File: config.mk
export PLATFORM = sky130hd
export DESIGN_NAME = fetch_unit
export DESIGN_NICKNAME = d
export VERILOG_FILES = /design/src/rtl/fetch_unit_pkg.sv /design/src/rtl/fetch_queue.sv /design/src/rtl/fetch_unit.sv
export SDC_FILE = /design/constraint.sdc
export NUM_CORES = 1
export LEC_CHECK = 0
export ABC_CLOCK_PERIOD_IN_PS = 5700
export CAP_MARGIN = 20
export CELL_PAD_IN_SITES_DETAIL_PLACEMENT = 1
export CELL_PAD_IN_SITES_GLOBAL_PLACEMENT = 1
export CORE_ASPECT_RATIO = 1.75
export CORE_UTILIZATION = 38
export CTS_CLUSTER_SIZE = 30
export DETAILED_ROUTE_END_ITERATION = 12
export PLACE_DENSITY = 0.88
export SYNTH_ARGS = -nofsm -noshare
export SYNTH_HDL_FRONTEND = slang
export SYNTH_SLANG_ARGS = --single-unit
File: constraint.sdc
create_clock -name clk -period 5.7 [get_ports clk]
set_input_delay 0.855 -clock clk [delete_from_list [all_inputs] [get_ports clk]]
set_output_delay 0.855 -clock clk [all_outputs]
set_load 0.1 [all_outputs]
File: src/rtl/fetch_unit_pkg.sv
// Shared fetch definitions: widths, PC step and the fetch packet
// handed from fetch to decode.
package fetch_unit_pkg;

  localparam int XLEN     = 32;
  localparam int INST_W   = 32;
  localparam int FQ_DEPTH = 2;

  localparam logic [XLEN-1:0] PC_INC = 32'd4;

  typedef struct packed {
    logic [XLEN-1:0]   pc;
    logic [INST_W-1:0] inst;
  } fetch_pkt_t;

  function automatic logic [XLEN-1:0] align_pc(
    input logic [XLEN-1:0] pc
  );
    return {pc[XLEN-1:2], 2'b00};
  endfunction

endpackage

File: src/rtl/fetch_queue.sv
// Two-entry fetch FIFO with flush; head is read straight from
// storage so downstream sees registered values only.
module fetch_queue
  import fetch_unit_pkg::*;
(
  input  logic       clk,
  input  logic       reset_n,
  input  logic       push,
  input  logic       pop,
  input  logic       flush,
  input  fetch_pkt_t push_pkt,
  output fetch_pkt_t head_pkt,
  output logic [1:0] count
);

  fetch_pkt_t mem [FQ_DEPTH];

  logic head_ptr;
  logic tail_ptr;
  logic do_push;
  logic do_pop;

  assign do_pop  = pop && (count != 2'd0) && !flush;
  assign do_push = push && !flush &&
                   ((count != 2'd2) || do_pop);

  always_ff @(posedge clk or negedge reset_n) begin
    if (!reset_n) begin
      head_ptr <= 1'b0;
      tail_ptr <= 1'b0;
      count    <= 2'd0;
    end else if (flush) begin
      head_ptr <= 1'b0;
      tail_ptr <= 1'b0;
      count    <= 2'd0;
    end else begin
      if (do_push) tail_ptr <= ~tail_ptr;
      if (do_pop)  head_ptr <= ~head_ptr;
      unique case ({do_push, do_pop})
        2'b10:   count <= count + 2'd1;
        2'b01:   count <= count - 2'd1;
        default: count <= count;
      endcase
    end
  end

  // Payload storage is intentionally not reset.
  always_ff @(posedge clk) begin
    if (do_push) mem[tail_ptr] <= push_pkt;
  end

  assign head_pkt = mem[head_ptr];

endmodule

File: src/rtl/fetch_unit.sv
// Instruction fetch: owns the PC, reads imem combinationally and
// queues {pc, inst} for decode; redirects flush and reload the PC.
module fetch_unit
  import fetch_unit_pkg::*;
#(
  parameter logic [31:0] RESET_PC = 32'h0000_0000,
  parameter int          ADDR_W   = 10
) (
  input  logic              clk,
  input  logic              reset_n,
  output logic [ADDR_W-1:0] io_imem_addr,
  input  logic [31:0]       io_imem_data,
  input  logic              io_redirect_valid,
  input  logic [31:0]       io_redirect_pc,
  output logic              io_out_valid,
  input  logic              io_out_ready,
  output logic [31:0]       io_out_inst,
  output logic [31:0]       io_out_pc
);

  logic [XLEN-1:0] pc;
  logic [1:0]      count;
  logic            pop;
  logic            push;
  fetch_pkt_t      push_pkt;
  fetch_pkt_t      head_pkt;

  assign io_out_valid = (count != 2'd0);
  assign pop          = io_out_valid && io_out_ready;
  assign push         = !io_redirect_valid &&
                        ((count != 2'd2) || pop);

  assign io_imem_addr = pc[ADDR_W+1:2];

  always_comb begin
    push_pkt      = '0;
    push_pkt.pc   = pc;
    push_pkt.inst = io_imem_data;
  end

  always_ff @(posedge clk or negedge reset_n) begin
    if (!reset_n) begin
      pc <= RESET_PC;
    end else if (io_redirect_valid) begin
      pc <= align_pc(io_redirect_pc);
    end else if (push) begin
      pc <= pc + PC_INC;
    end
  end

  fetch_queue u_queue (
    .clk      (clk),
    .reset_n  (reset_n),
    .push     (push),
    .pop      (pop),
    .flush    (io_redirect_valid),
    .push_pkt (push_pkt),
    .head_pkt (head_pkt),
    .count    (count)
  );

  assign io_out_inst = head_pkt.inst;
  assign io_out_pc   = head_pkt.pc;

endmodule

==> results.yml, run 1 <==
detailed_routing:
  drt_first_pass_iters: 4
  postRouteWirelength_mm: 17.38
  via_per_inst: 5.269
  drt_iter0_markers: 200
  vias: 4394
  ant_nets: 0
  drt_drc_violations_left: 0
  routed_wire_length_per_instance_um: 20.84
pwr:
  power.density_mw_per_mm2: 565.9
  power.static_leakage_nw: 3.093
  irDropWorstVdd_uv: 293.2
setup_path:
  critical_path.n_buffers_inverters: 2
  worst-setup-path-type: "reg -> out"
  timing.critical_path.to_type: "output pin"
  critical_path.startpoint_type: "register"
  required_ps: 4850
  cp_cell_sequence: "buf_4 -> mux2_2 -> clkdlybuf4s50_1"
  max_stage_delay_ps: 1190
  cp_max_delay_cell: "sky130_fd_sc_hd__clkdlybuf4s50_1"
  critPathArrivalTime_ps: 3330
  critPathTopFamily: "buffers and inverters"
  path_max_fanout: 42
die:
  die_x_um: 102.6
  io-pin-count: 143
  row_count: 64
  design.die.area_sq_mm: 0.01826
  initial_utilization: 0.3871
  dieHeight_um: 178.0
  core_sq_mm: 0.01738
clock_tree:
  post_cts_resized: 0
  max-clock-path-buffers: 2
  postCtsSetupBuffers: 0
  holdBufCountCts: 0
  tritoncts.num_buffers: 17
  htree_num_levels: 4
  clock_tree_from_tritoncts: "done"
  clock_sinks: 158
  clock-root-buffer: "sky130_fd_sc_hd__clkbuf_16"
  clk_pin_slew_ps: 60
  insertion_delay_ps: 420
global_routing:
  track_usage: 0.1987
  grt_max_degree: 69
  number_of_antenna_violations_at_the_first_check_in_global_routing: 0
  global_route_wire_length_before_repair_mm: 26.47
  overflow: 0
  via_count_of_the_first_global_routing_pass: 4762
cells_and_area:
  layout_commonest_cell: "sky130_fd_sc_hd__clkdlybuf4s50_1"
  post_layout_nonfiller_instances: 834
  layout.cells.most_common_list: "sky130_fd_sc_hd__clkdlybuf4s50_1 (137), sky130_fd_sc_hd__edfxtp_1 (124), sky130_fd_sc_hd__mux2_2 (62)"
  num-nets-final: 661
  layout-drive-gt1-share: 0.1741
  fillerInstances: 1765
  antenna_cells: 0
  area_delta_synth_final_pct: 31.92
sta:
  finalCriticalPeriod_ps: 4185
  report.final.slew_viol_count: 0
  setup-tns-final_ps: 0
  timing_hold_violations_final: 0
  relSlewSlack: 0.2917
  finalCritPeriodShare: 0.7341
  worst_slack_ps: 1515
  worstMarginPinSlew_ps: 1059
  skew_ps: 10.72
  maximum_clock_rate_ghz: 0.2390
  setup-violations-final: 0
  rsz_0062_raised_after_global_routing: "false"
flow_run:
  count_of_maximum_capacitance_violations: 0
placed_design:
  dpl.hpwl_mm: 11.97
  numPlacedInstances: 802
  pre_cts_slack_ps: 1924
  port_buffers: 138
  weighted_congestion_reported_at_the_end_of_routability_driven_placement: 0.8716
synthesis:
  ys_async_sr_fraction: 0.2152
  gate_count_of_the_mapped_netlist: 459
  synth.ff_latch_count: 158
  number_of_synthesized_flops_with_an_enable_pin: 124
  syn-cell-area_sq_mm: 0.006726
  synth.distinct_cells: 51
  ys.flop_type: "sky130_fd_sc_hd__edfxtp_1"
  ys_warn_count: 0
  synth-seq-area-share: 0.6801
  post_synth.cell_area_avg_sq_um: 14.65
worst_hold_path:
  hold_path_class: "reg -> reg"
run_status:
  status: "finished clean"
-- cell usage after synthesis (all sizes together) (10+ instances only) --
library cell	number	area (sq um)
nor2	14	52.55
mux2	62	698.2
nand2	25	93.84
dfrtp	34	850.8
buf	14	98.84
o21ai	19	95.09
inv	11	41.29
xnor2	10	87.58
edfxtp	124	3724
clkbuf	18	67.56
nand3	22	110.1
-- cell families (layout without fill, tap and decap cells) --
family	Yosys count	in the layout	share of synthesized area
other	1	2	0.0005575
AOI/OAI and AO/OA	67	67	0.07143
buffers and inverters	43	186	0.03088
xor gates and xnor gates	12	12	0.01562
DFF	158	158	0.6801
and+or+nand+nor	112	112	0.09059
muxes	63	63	0.1053
adders and majority gates	3	3	0.005581
-- power breakdown --
group          leakage [nW]  switching (mW)  internal (mW)  total [mW]
Clock                 0.287           0.443          0.675        1.12
Sequential             1.56           0.144           1.49        1.64
Combinational          1.25            1.70          0.568        2.27
-- stage by stage --
step / util / power [mW] / instance area, sq um / hold WS, ps
6_report: 0.5107 / 5.021 / 8874 / 528.2
5_1_grt: 0.5107 / 5.181 / 8874 / 537.0
4_1_cts: 0.5107 / 5.065 / 8874 / 522.3
3_5_place_dp: 0.4766 / 3.935 / 8282 / 505.2
3_3_place_gp: 0.4766 / 3.860 / 8282 / 474.7
2_1_floorplan: - / 3.389 / 6735 / 456.8
-- sequential cells by signal (all words and copies together) (netlist names) --
signal            flops
pc                   30
u_queue.head_ptr      1
u_queue.tail_ptr      1
u_queue.count         2
u_queue.mem         124
-- final cells by class --
type / instances / area, sq um / share of cell area
clock buffer: 23 / 510.5 / 0.05753
inverter: 11 / 41.29 / 0.004653
timing repair buffer: 143 / 1414 / 0.1593
sequential: 158 / 4576 / 0.5157
tap: 231 / 289.0 / 0.03257
multi-input combinational: 259 / 1962 / 0.2211
clock inverter: 9 / 81.33 / 0.009165
-- path summary, 6_finish.rpt --
path	to	start	slack [ps]	depth (start not counted)
min in group asynchronous	pc[30]	reset_n	880	2
max in group asynchronous	u_queue.head_ptr	reset_n	4450	2
setup reg to reg	u_queue.mem[1][2]	u_queue.count[0]	2810	5
hold / removal	u_queue.mem[0][62]	pc[30]	530	0
hold reg to reg	u_queue.mem[0][62]	pc[30]	530	0
setup / recovery	io_out_pc[21]	u_queue.head_ptr	1520	3
-- routing by layer --
metal	routed length, um	track usage	share of wire
met4	590	0.09524	0.034
met2	9964	0.3728	0.57
met5	0	0	0
met3	607	0.03644	0.035
met1	6216	0.2060	0.36
Note: power is estimated with default switching activity, not from simulation.
==> run 2, diff against run 1 <==
--- a/config.mk
+++ b/config.mk
@@ -5,15 +5,15 @@
 export SDC_FILE = /design/constraint.sdc
 export NUM_CORES = 1
 export LEC_CHECK = 0
-export ABC_CLOCK_PERIOD_IN_PS = 5700
+export ABC_CLOCK_PERIOD_IN_PS = 4000
 export CAP_MARGIN = 20
 export CELL_PAD_IN_SITES_DETAIL_PLACEMENT = 1
 export CELL_PAD_IN_SITES_GLOBAL_PLACEMENT = 1
 export CORE_ASPECT_RATIO = 1.75
-export CORE_UTILIZATION = 38
+export CORE_UTILIZATION = 42
 export CTS_CLUSTER_SIZE = 30
 export DETAILED_ROUTE_END_ITERATION = 12
-export PLACE_DENSITY = 0.88
+export PLACE_DENSITY = 0.92
 export SYNTH_ARGS = -nofsm -noshare
 export SYNTH_HDL_FRONTEND = slang
 export SYNTH_SLANG_ARGS = --single-unit
==> constraint.sdc (replaced) <==
create_clock -name clk -period 4 [get_ports clk]
set_input_delay 0.6 -clock clk [delete_from_list [all_inputs] [get_ports clk]]
set_output_delay 0.6 -clock clk [all_outputs]
set_load 0.1 [all_outputs]
==> results.yml, run 2 (same netlist as run 1, synthesis figures left out) <==
run_status:
  status: "finished, violations left"
  failed_checks: "design-rule violations"
sta:
  finalCritPeriodShare: 0.8542
  report.final.slew_viol_count: 0
  finalCriticalPeriod_ps: 3417
  skew_ps: 9.359
  timing_hold_violations_final: 0
  relSlewSlack: 0.3068
  worstMarginPinSlew_ps: 1037
  setup-violations-final: 0
  setup-tns-final_ps: 0
  rsz_0062_raised_after_global_routing: "false"
  maximum_clock_rate_ghz: 0.2927
clock_tree:
  holdBufCountCts: 0
  clock_sinks: 158
  clock-root-buffer: "sky130_fd_sc_hd__clkbuf_16"
  htree_num_levels: 4
  postCtsSetupBuffers: 0
  post_cts_resized: 0
  max-clock-path-buffers: 2
  tritoncts.num_buffers: 17
  insertion_delay_ps: 410
  clock_tree_from_tritoncts: "done"
  clk_pin_slew_ps: 70
setup_path:
  critPathArrivalTime_ps: 2820
  required_ps: 3400
  path_max_fanout: 43
  timing.critical_path.to_type: "output pin"
  worst-setup-path-type: "reg -> out"
  critical_path.startpoint_type: "register"
pwr:
  intPower_mw: 3.978
  total_power_mw: 7.227
  comb_power_share: 0.451
  irDropWorstVdd_uv: 425.0
  power.density_mw_per_mm2: 817.9
  power.static_leakage_nw: 3.104
  power.clock.fraction: 0.230
  switching_share: 0.4495
  power_frac_seq: 0.319
  p_switching_mw: 3.249
die:
  die_x_um: 97.67
  io-pin-count: 143
  design.die.area_sq_mm: 0.01655
  row_count: 60
  initial_utilization: 0.4329
  dieHeight_um: 169.4
  core_sq_mm: 0.01554
placed_design:
  port_buffers: 138
  dpl.hpwl_mm: 11.69
  weighted_congestion_reported_at_the_end_of_routability_driven_placement: 0.9091
detailed_routing:
  drt_iter0_markers: 218
  routed_wire_length_per_instance_um: 21.10
  drt_drc_violations_left: 16
  via_per_inst: 5.565
  drt_first_pass_iters: 9
  vias: 4396
  ant_nets: 0
  postRouteWirelength_mm: 16.67
cells_and_area:
  area_delta_synth_final_pct: 31.36
  fillerInstances: 1515
  layout-drive-gt1-share: 0.1821
  layout_commonest_cell: "sky130_fd_sc_hd__clkdlybuf4s50_1"
  reg_top3: "u_queue.mem: 124 flops, pc: 30 flops, u_queue.count: 2 flops"
  antenna_cells: 0
  num-nets-final: 662
  largest_register_ff_count: 124
  layout.cells.most_common_list: "sky130_fd_sc_hd__clkdlybuf4s50_1 (131), sky130_fd_sc_hd__edfxtp_1 (124), sky130_fd_sc_hd__mux2_2 (62)"
  max_flop_register: "u_queue.mem"
global_routing:
  overflow: 0
  track_usage: 0.2084
  global_route_wire_length_before_repair_mm: 26.11
  via_count_of_the_first_global_routing_pass: 4817
  number_of_antenna_violations_at_the_first_check_in_global_routing: 0
  grt_max_degree: 68
worst_hold_path:
  hold_path_class: "reg -> reg"
flow_run:
  count_of_maximum_capacitance_violations: 0
[run 2: changes by cell type in the layout (fill, tap and decap cells not counted), sizes merged]
cell and delta:
buf +7, bufinv +3, clkbuf -2, clkdlybuf4s50 -6
clkinv -2, clkinvlp +1
[run 2: path summary, 6_finish.rpt]
kind,cells past startpoint,slack [ps],startpoint,end
max in group asynchronous,2,2710,reset_n,u_queue.head_ptr
worst min-delay path,0,510,pc[30],u_queue.mem[0][62]
worst max-delay path,3,580,u_queue.head_ptr,io_out_pc[23]
worst min register to register,0,510,pc[30],u_queue.mem[0][62]
min in group asynchronous,1,600,reset_n,pc[31]
worst max register to register,6,1600,u_queue.count[0],u_queue.mem[1][59]
[run 2: power groups by stage]
stage | clock network [mW] | registers (mW) | logic [mW]
2_1_floorplan | 0 | 2.25 | 2.58
3_3_place_gp | 0 | 2.30 | 3.21
3_5_place_dp | 0 | 2.34 | 3.27
4_1_cts | 1.68 | 2.31 | 3.28
5_1_grt | 1.75 | 2.34 | 3.37
6_report | 1.66 | 2.30 | 3.26
[run 2: metrics by stage]
stage	hold WS, ps	setup WS (ps)	utilization	instances	cell area [sq um]
6_report	510.5	583.2	0.5686	790	8836
3_5_place_dp	498.3	982.5	0.5296	758	8230
2_1_floorplan	304.4	729.8	-	460	6743
3_3_place_gp	474.0	1025	0.5296	758	8230
4_1_cts	513.6	529.4	0.5686	790	8836
5_1_grt	539.4	477.3	0.5686	790	8836
[run 2: layout make-up]
cell class / instances / area [sq um] / area share
clock buffers: 21 / 440.4 / 0.04984
well taps: 186 / 232.7 / 0.02634
clock inverters: 11 / 165.2 / 0.01869
multi-input cells: 259 / 1962 / 0.2220
repair buffers: 144 / 1419 / 0.1606
flip-flops and latches: 158 / 4576 / 0.5178
inverters: 11 / 41.29 / 0.004673
[run 2: layer usage]
layer	routed length (um)	share of wire	vias to the layer above	GRT usage
met5	0	0	-	0
met3	508	0.030	43	0.03213
met2	9276	0.56	126	0.3885
li1	-	-	2013	-
met4	753	0.045	0	0.1087
met1	6128	0.37	2214	0.2257
[run 2: worst max-delay path: stages (launching register included)]
cell                              delay, ps
sky130_fd_sc_hd__dfrtp_2                690
sky130_fd_sc_hd__buf_12                 310
sky130_fd_sc_hd__mux2_2                 380
sky130_fd_sc_hd__clkdlybuf4s50_1        990
